<file path="config.mk">
export PLATFORM = sky130hd
export DESIGN_NAME = kms_bridge
export DESIGN_NICKNAME = d
export VERILOG_FILES = /design/src/rtl/kms_bridge.sv
export SDC_FILE = /design/constraint.sdc
export NUM_CORES = 1
export LEC_CHECK = 0
export BUFFER_PORTS_ARGS = -buffer_cell sky130_fd_sc_hd__buf_4
export CAP_MARGIN = 5
export CORE_MARGIN = 3
export CORE_UTILIZATION = 40
export CTS_CLUSTER_SIZE = 10
export DETAILED_ROUTE_END_ITERATION = 8
export SYNTH_ARGS = -nofsm -noshare
export SYNTH_HDL_FRONTEND = slang
export SYNTH_SLANG_ARGS = --single-unit
</file>
<file path="constraint.sdc">
create_clock -name clk -period 3.05 [get_ports clk]
set_input_delay 0.305 -clock clk [delete_from_list [all_inputs] [get_ports clk]]
set_output_delay 0.305 -clock clk [all_outputs]
set_load 0.01 [all_outputs]
</file>
<file path="src/rtl/kms_bridge.sv">
// Keyboard/mouse byte-stream bridge from the SPI_CLK domain into the system clock domain.
// Define KMS_KBD_FIFO_EN for a 2**KBD_FIFO_AW entry keyboard FIFO; otherwise a single holding register.
module kms_bridge #(
    parameter int KBD_FIFO_AW = 3
) (
    input  logic       clk,
    input  logic       rst_n,
    input  logic       kms_level,
    input  logic [1:0] kms_type,
    input  logic [7:0] kms_data,
    input  logic [2:0] mouse_buttons_in,
    output logic [7:0] mouse_x,
    output logic [7:0] mouse_y,
    output logic [2:0] mouse_btn,
    output logic [7:0] kbd_data,
    output logic       kbd_valid,
    input  logic       kbd_ready,
    output logic       kbd_ovf,
    input  logic       kbd_ovf_clr,
    output logic [7:0] osd_data,
    output logic       osd_strobe
);

    logic       level_s1;
    logic       level_s2;
    logic       level_prev;
    logic [1:0] arm_cnt;
    logic       arm;
    logic       kms_event;
    logic [2:0] btn_s1;
    logic       kbd_push;
    logic       kbd_pop;
    logic       kbd_drop;

    // arm holds off events until the level history has settled, so an upstream
    // toggle that was never reset cannot fire a spurious event.
    always_ff @(posedge clk or negedge rst_n) begin
        if (!rst_n) begin
            level_s1   <= 1'b0;
            level_s2   <= 1'b0;
            level_prev <= 1'b0;
            arm_cnt    <= 2'd0;
            arm        <= 1'b0;
        end else begin
            level_s1   <= kms_level;
            level_s2   <= level_s1;
            level_prev <= level_s2;
            if (!arm) begin
                if (arm_cnt == 2'd2) begin
                    arm <= 1'b1;
                end else begin
                    arm_cnt <= arm_cnt + 2'd1;
                end
            end
        end
    end

    assign kms_event = arm & (level_s2 ^ level_prev);
    assign kbd_push  = kms_event & (kms_type == 2'd2);
    assign kbd_pop   = kbd_valid & kbd_ready;

    always_ff @(posedge clk or negedge rst_n) begin
        if (!rst_n) begin
            mouse_x    <= 8'h00;
            mouse_y    <= 8'h00;
            osd_data   <= 8'h00;
            osd_strobe <= 1'b0;
            btn_s1     <= 3'b000;
            mouse_btn  <= 3'b000;
        end else begin
            btn_s1     <= mouse_buttons_in;
            mouse_btn  <= btn_s1;
            osd_strobe <= kms_event & (kms_type == 2'd3);
            if (kms_event && kms_type == 2'd0) begin
                mouse_x <= mouse_x + kms_data;
            end
            if (kms_event && kms_type == 2'd1) begin
                mouse_y <= mouse_y + kms_data;
            end
            if (kms_event && kms_type == 2'd3) begin
                osd_data <= kms_data;
            end
        end
    end

`ifdef KMS_KBD_FIFO_EN
    localparam int DEPTH = 1 << KBD_FIFO_AW;

    logic [7:0]             kbd_mem [DEPTH];
    logic [KBD_FIFO_AW-1:0] wr_ptr;
    logic [KBD_FIFO_AW-1:0] rd_ptr;
    logic [KBD_FIFO_AW:0]   kbd_count;
    logic                   kbd_full;
    logic                   kbd_accept;

    // A pop in the same cycle frees the slot, so a push into a full FIFO still lands.
    assign kbd_full   = (kbd_count == (KBD_FIFO_AW + 1)'(DEPTH));
    assign kbd_accept = kbd_push & (~kbd_full | kbd_pop);
    assign kbd_drop   = kbd_push & kbd_full & ~kbd_pop;
    assign kbd_valid  = (kbd_count != '0);
    assign kbd_data   = kbd_mem[rd_ptr];

    always_ff @(posedge clk or negedge rst_n) begin
        if (!rst_n) begin
            wr_ptr    <= '0;
            rd_ptr    <= '0;
            kbd_count <= '0;
            for (int i = 0; i < DEPTH; i++) begin
                kbd_mem[i] <= 8'h00;
            end
        end else begin
            if (kbd_accept) begin
                kbd_mem[wr_ptr] <= kms_data;
                wr_ptr          <= wr_ptr + 1'b1;
            end
            if (kbd_pop) begin
                rd_ptr <= rd_ptr + 1'b1;
            end
            unique case ({kbd_accept, kbd_pop})
                2'b10:   kbd_count <= kbd_count + 1'b1;
                2'b01:   kbd_count <= kbd_count - 1'b1;
                default: kbd_count <= kbd_count;
            endcase
        end
    end
`else
    logic [7:0] hold_data;
    logic       hold_valid;

    assign kbd_drop  = kbd_push & hold_valid & ~kbd_pop;
    assign kbd_valid = hold_valid;
    assign kbd_data  = hold_data;

    always_ff @(posedge clk or negedge rst_n) begin
        if (!rst_n) begin
            hold_data  <= 8'h00;
            hold_valid <= 1'b0;
        end else if (kbd_push && (!hold_valid || kbd_pop)) begin
            hold_data  <= kms_data;
            hold_valid <= 1'b1;
        end else if (kbd_pop) begin
            hold_valid <= 1'b0;
        end
    end
`endif

    // Overflow is sticky; a drop in the same cycle as a clear keeps it set.
    always_ff @(posedge clk or negedge rst_n) begin
        if (!rst_n) begin
            kbd_ovf <= 1'b0;
        end else if (kbd_drop) begin
            kbd_ovf <= 1'b1;
        end else if (kbd_ovf_clr) begin
            kbd_ovf <= 1'b0;
        end
    end

endmodule

</file>
# == Word-level counts from Yosys, hierarchy flattened ==
# Cells that the tools add are included.
# totals
wordCells,47
ff_bits,47
# op_classes
n_eq_ne,4
reduce_logical,10
muxes,6
add_sub_neg,3
n_bitwise,10
# ops
op,n
$add 8x8->8,2
$and 1x1->1,6
$eq 2x2->1 const B,3
$mux 1,6
$logic_and 1x1->1,4
$reduce_bool 2->1,2
$not 1->1,3
$add 2x1->2 const B,1
$eq 2x1->1 const B,1
$logic_not 2->1,1
$reduce_and 2->1,1
$logic_not 1->1,1
$logic_or 1x1->1,1
$xor 1x1->1,1

# == Longest topological paths before layout ==
# Gate-level depths: netlist of the first run.
# logic_depth
depth_word,6
ltp_mapped,8
ltp_nobuf,8

# == Worst setup path after synthesis of the first run ==
# OpenSTA, ideal clock, no wires.
# synth_path
kind,register to register
startpoint,reg mouse_x[0]
endpoint,reg mouse_x[6]
arrival_time_ns,1.758
stages_incl_launch_ff,9
path_buffers,0
setup_time_ns,0.069
t_required_ns,2.981
slack_ns,1.223
path_cell_list,dfrtp_1 -> ha_1 -> inv_1 -> fa_1 -> nor2b_1 -> o21ai_0 -> a21boi_0 -> or4_1 -> nand3_1
# synth_via
elab_chain_cells,1
# synth_rtl
element,line_no,source
start: declaration,12,"output logic [7:0] mouse_x,"
start signal: assignment,75,mouse_x <= mouse_x + kms_data;
$add 8x8->8,75,
# Every way passes these cells.
# A chain may end at the register's enable or synchronous reset.

# == Worst setup path after layout of the first run ==
# Same ends and word-level chain as after synthesis.

==> results of run 1 <==
## kinds of logic (layout without fill, tap and decap cells)
group	Yosys count	count (layout)	share of synthesized area
mux	8	8	0.0396
flops	47	47	0.517
simple gates	67	67	0.151
buf+inv	19	77	0.0319
xor+xnor	9	9	0.0379
compound gates	45	45	0.123
fa+ha+maj	17	17	0.100
## sequential cells by signal (all words and copies together), names as in the netlist
name	cells
level_s2	1
kbd_ovf	1
btn_s1	3
arm	1
kbd_data	8
osd_data	8
mouse_y	8
arm_cnt	2
osd_strobe	1
kbd_valid	1
level_s1	1
level_prev	1
mouse_btn	3
mouse_x	8
## worst paths after layout
| path | end | depth (start not counted) | slack [ns] | startpoint |
|---|---|---|---|---|
| max in group asynchronous | mouse_x[3] | 1 | 2.64 | rst_n |
| hold / removal | kbd_data[1] | 1 | 0.00003 | rst_n |
| setup reg to reg | mouse_x[6] | 8 | 1.11 | mouse_x[0] |
| setup / recovery | mouse_x[6] | 8 | 1.11 | mouse_x[0] |
| hold reg to reg | level_s2 | 0 | 0.36 | level_s1 |
| min in group clk | btn_s1[0] | 1 | 0.10 | mouse_buttons_in[0] |
## metrics by stage
step                      cell area [sq um]  worst slack, ns  hold WS, ns
after floorplan                        2280             1.22      0.00941
after global placement                 2760             1.11        0.332
after detailed placement               2760             1.07        0.335
after CTS                              2850             1.09       0.0170
after global routing                   2850            0.898       0.0340
final                                  2850             1.11    0.0000311
## cell usage in the layout (no fill, tap or decap), types with 2 or more instances in the layout
| cell | instances |
|---|---|
| fa_1 | 2 |
| nand2b_1 | 3 |
| nand4_1 | 2 |
| a21oi_1 | 6 |
| dfrtp_1 | 47 |
| o21ai_0 | 20 |
| nor2_1 | 3 |
| nor3b_1 | 4 |
| a211oi_1 | 5 |
| nor2b_1 | 3 |
| o31ai_1 | 3 |
| xnor2_1 | 2 |
| nand3_1 | 3 |
| inv_1 | 14 |
| xor2_1 | 6 |
| buf_4 | 55 |
| mux2_2 | 8 |
| o22ai_1 | 2 |
| or4_1 | 2 |
| nand2_1 | 39 |
| ha_1 | 15 |
| clkbuf_8 | 5 |
| or3_1 | 2 |
| o211a_1 | 2 |
## per-layer routing
| metal | share of wire | track usage | wire length, microns |
|---|---|---|---|
| met5 | 0 | 0 | 0 |
| met4 | 0.013 | 0.0507 | 59 |
| met3 | 0.048 | 0.0329 | 221 |
| met2 | 0.46 | 0.243 | 2140 |
| met1 | 0.48 | 0.209 | 2220 |
## cells in the mapped netlist, drive strengths merged (4+ instances only)
library cell	n	area (sq um)
dfrtp	47	1180
nand2	39	146
o21ai	20	100
ha	15	188
inv	14	52.6
mux2	8	90.1
xor2	7	68.8
a21oi	6	30.0
a211oi	5	37.5
clkbuf	4	15.0
nor3b	4	30.0
## cell type report
class,count,area [sq um],area share
Sequential cell,47,1180,0.413
Inverter,14,52.6,0.0185
Tap cell,70,87.6,0.0308
Multi-Input combinational cell,146,1030,0.361
Timing Repair Buffer,55,413,0.145
Clock inverter,3,22.5,0.00791
Clock buffer,5,68.8,0.0242
## power breakdown
part	total (uW)	switching, uW	leakage (uW)	internal, uW
combinational	1000	504	0.000782	500
sequential	902	120	0.000568	782
clock	390	225	0.0000485	165
==> results_dict.tcl, run 1 <==
set metrics [dict create \
    p_leak_uw 0.00140 \
    timing.final.hold_violations 0 \
    crit_chain "ha_1 -> inv_1 -> fa_1 -> nor2b_1 -> o21ai_0 -> a21boi_0 -> or4_1 -> nand3_1" \
    grt_pass1_vias 1566 \
    cts.clk_slew.worst_paths_ns 0.10 \
    grt_pass1_wl_mm 7.69 \
    yosysSeqAreaShare 0.517 \
    antennaDiodeCount 0 \
    worstSkewPairLatency_ns 0.30 \
    syn-mean-instance-area_sq_um 10.7 \
    grt_remaining_overflow 0 \
    critPathMaxFanout 3 \
    cts_resized 0 \
    grt_max_degree 48 \
    final_cells 340 \
    required_ns 3.29 \
    synth_enable_flop_cells 0 \
    cts_root_buf "clkbuf_8" \
    syn_nets 247 \
    vias 1658 \
    placed_cells_incl_taps 332 \
    fillers 486 \
    fin_util 0.537 \
    die-area_sq_um 6630 \
    hold_buffers 0 \
    post_cts_buffers 0 \
    clockBufferDepth 2 \
    ant_nets 0 \
    cp_slowest_cell "or4_1" \
    cap_viol_max_count 0 \
    start_util 0.429 \
    dpl.hpwl_mm 3.47 \
    skew_ns 0.00872 \
    maxSlewHeadroom 0.606 \
    gp_congestion 0.777 \
    synth-seq-cells 47 \
    drc 0 \
    cp-start-kind "flop" \
    critPathKind "reg2reg" \
    arrival_ns 2.18 \
    power.density_nw_per_um2 806 \
    power.total_uw 2300 \
    max_stage_delay_ns 0.48 \
    crit_buf_inv 1 \
    core_area_sq_um 5300 \
    chipHeight_microns 81.4 \
    netlist_instances 212 \
    peakVddDrop_uv 411 \
    status "finished clean" \
    ys_warn_count 0 \
    vias_per_cell 4.88 \
    drive_gt1_frac 0.274 \
    worst_slew_pin_slew_ns 0.591 \
    hold_class "in2async" \
    cts_tree "done" \
    antenna_found_initial 0 \
    period_share 0.636 \
    pin_count 56 \
    h-tree-depth 2 \
    drtIter0Drc 91 \
    routedWlPerCell_microns 13.7 \
    ys.flop_type "dfrtp_1" \
    async_flop_share 1.00 \
    rows 26 \
    finalWirelength_mm 4.64 \
    fin_nets 304 \
    final.min_clock_period_ns 1.94 \
    drtPass1Iterations 4 \
    fmax_mhz 516 \
    port_buffers 55 \
    setup_tns_ns 0 \
    area_delta_synth_final_pct 25.1 \
    rsz0062_at_grt "false" \
    numClockSinks 47 \
    critical-path-top-delay-family "simple AND/OR/NAND/NOR gates" \
    die_w_microns 81.4 \
    yosys.cell_types.count 38 \
    cp-end-kind "flop" \
    synth.cell_area_sq_um 2280 \
    track_usage 0.154 \
    setup-violations-final 0 \
    drv_slew 0 \
    cts_buffers 5 \
]
(Power assumes the default switching activity.)
==> run 2, diff against run 1 <==
Settings changed: PLACE_DENSITY set to 0.65.
Clock period 3.05 ns to 1.6 ns, I/O delays scaled along.
==> run 2 against run 1 <==
Net effect: highest routed layer unchanged; critical endpoint is now mouse_x[7]; clock skew is 0.0017 ns lower; sequential power is 87% higher; utilization is 12 points higher; non-clock buffer count is 59 higher; combinational power grew to 3.0 times the previous value; the run now ends with negative setup slack left.
==> results_dict.tcl, run 2 (synthesized netlist as in run 1, its figures left out) <==
set metrics [dict create \
    status "complete, but fails checks" \
    violations "negative setup slack" \
    critPathMaxFanout 3 \
    wl_met1_mm 2.50 \
    routedWlPerCell_microns 13.7 \
    grt_pass1_vias 1894 \
    rr_worst_depth 6 \
    die-area_sq_um 6630 \
    final_common_cell "buf_4" \
    worstHoldStart "kbd_ovf_clr" \
    track_usage 0.179 \
    dpl.hpwl_mm 3.98 \
    h-tree-depth 2 \
    crit_chain "ha_4 -> a211oi_4 -> o211a_1 -> or3_4 -> a21oi_2 -> xor2_1" \
    area_delta_synth_final_pct 52.9 \
    power.density_nw_per_um2 1580 \
    start_util 0.429 \
    cts_tree "done" \
    fin_ws_ns -0.158 \
    core_area_sq_um 5300 \
    rows 26 \
    grt_max_degree 48 \
    power.total_uw 5490 \
    hold_class "in2reg" \
    timing.final.hold_violations 0 \
    setup-violations-final 6 \
    drtIter0Drc 112 \
    fin_nets 363 \
    power_frac_seq 0.307 \
    pin_count 56 \
    critical-path-top-delay-family "compound AO/OA/AOI/OAI gates" \
    mostFrequentLayoutCells "109 x buf_4, 47 x dfrtp_1, 38 x nand2_1, 13 x o21ai_0, 11 x inv_1" \
    cp-start-kind "flop" \
    fmax_mhz 569 \
    worstHoldEndpoint "kbd_ovf" \
    ant_nets 0 \
    required_ns 1.84 \
    p_sw_frac 0.358 \
    p_int_uw 3520 \
    antennaDiodeCount 0 \
    cp-end-kind "flop" \
    clockBufferDepth 2 \
    drc 0 \
    holdWs_ns 0.0341 \
    numClockSinks 47 \
    drive_gt1_frac 0.477 \
    place_area_sq_um 3170 \
    arrival_ns 2.00 \
    routed.top_layer "met4" \
    p_leak_uw 0.00168 \
    cp_slowest_cell "dfrtp_1" \
    crit_buf_inv 0 \
    drtPass1Iterations 4 \
    grt_pass1_wl_mm 8.96 \
    max_stage_delay_ns 0.43 \
    peakVddDrop_uv 818 \
    switchingPower_uw 1970 \
    postLayoutCellArea_sq_um 3480 \
    finalWirelength_mm 5.46 \
    period_share 1.10 \
    port_buffers 55 \
    grt_remaining_overflow 0 \
    worstSkewPairLatency_ns 0.31 \
    vias 1935 \
    cap_viol_max_count 0 \
    rsz0062_at_grt "true" \
    gp_congestion 0.855 \
    vias_per_cell 4.85 \
    die_w_microns 81.4 \
    cts_root_buf "clkbuf_8" \
    worst_slew_pin_slew_ns 0.609 \
    r2r_start "mouse_x[1]" \
    final.min_clock_period_ns 1.76 \
    fin_util 0.656 \
    r2r_slack_ns -0.16 \
    comb_power_share 0.552 \
    hold_depth 2 \
    cts_buffers 5 \
    power.share.clock 0.141 \
    drv_slew 0 \
    wl_met3_microns 254 \
    cts.clk_slew.worst_paths_ns 0.10 \
    antenna_found_initial 0 \
    r2r_end "mouse_x[7]" \
    critPathKind "reg2reg" \
    maxSlewHeadroom 0.594 \
    chipHeight_microns 81.4 \
    skew_ns 0.00703 \
    wl_met2_mm 2.63 \
]
-- run 2: power groups by stage --
| stage | registers (uW) | logic [uW] | clock network, uW |
|---|---|---|---|
| after floorplan | 1870 | 1140 | 0 |
| after global placement | 1690 | 2600 | 0 |
| after detailed placement | 1700 | 2660 | 0 |
| after CTS | 1680 | 2870 | 808 |
| after global routing | 1730 | 3350 | 855 |
| final | 1690 | 3030 | 776 |
-- run 2: how the worst max path moves through the flow --
stage / from / endpoint / slack, ns / cells past startpoint
after floorplan: mouse_x[1] / mouse_x[7] / -0.12 / 6
after global placement: mouse_x[1] / mouse_x[7] / -0.13 / 6
after detailed placement: mouse_x[1] / mouse_x[7] / -0.17 / 6
after CTS: mouse_x[2] / mouse_x[7] / -0.19 / 6
after global routing: mouse_x[1] / mouse_x[7] / -0.23 / 6
final: mouse_x[1] / mouse_x[7] / -0.16 / 6
-- run 2: layout make-up --
class / count / area [sq um]
clock inverters: 3 / 27.5
multi-input cells: 146 / 1200
well taps: 70 / 87.6
flip-flops and latches: 47 / 1180
repair buffers: 114 / 868
clock buffers: 5 / 68.8
inverters: 14 / 52.6
fillers: 444 / 1820
-- run 2: routing by layer --
layer | vias up | GRT usage
met1 | 920 | 0.231
li1 | 971 | -
met4 | 0 | 0.0828
met2 | 38 | 0.296
met3 | 6 | 0.0296
met5 | - | 0
-- run 2: worst reg2reg max path: cells and delay by family (launching register included) --
kind                     cells  cell delay (ns)
flip-flops                   1             0.43
AO/OA/AOI/OAI                3             0.45
adder cells (fa/ha/maj)      1             0.29
XOR/XNOR                     1             0.15
AND/OR/NAND/NOR              1             0.37
-- run 2: through the flow --
stage | TNS [ns] | instances | setup slack [ns]
floorplan | -0.361 | 212 | -0.125
global placement | -0.417 | 378 | -0.133
detailed placement | -0.548 | 378 | -0.167
CTS | -0.588 | 396 | -0.191
global route | -1.14 | 399 | -0.232
finish | -0.489 | 399 | -0.158
-- run 2: what timing repair did --
item                                    CTS  global route
cloned                                    0             0
pin swaps                                20            15
resized for setup                         8            14
endpoints found under the hold margin    51             0
setup buffers                             5             3
endpoints found under the setup margin    7             9
hold buffers                              5             0
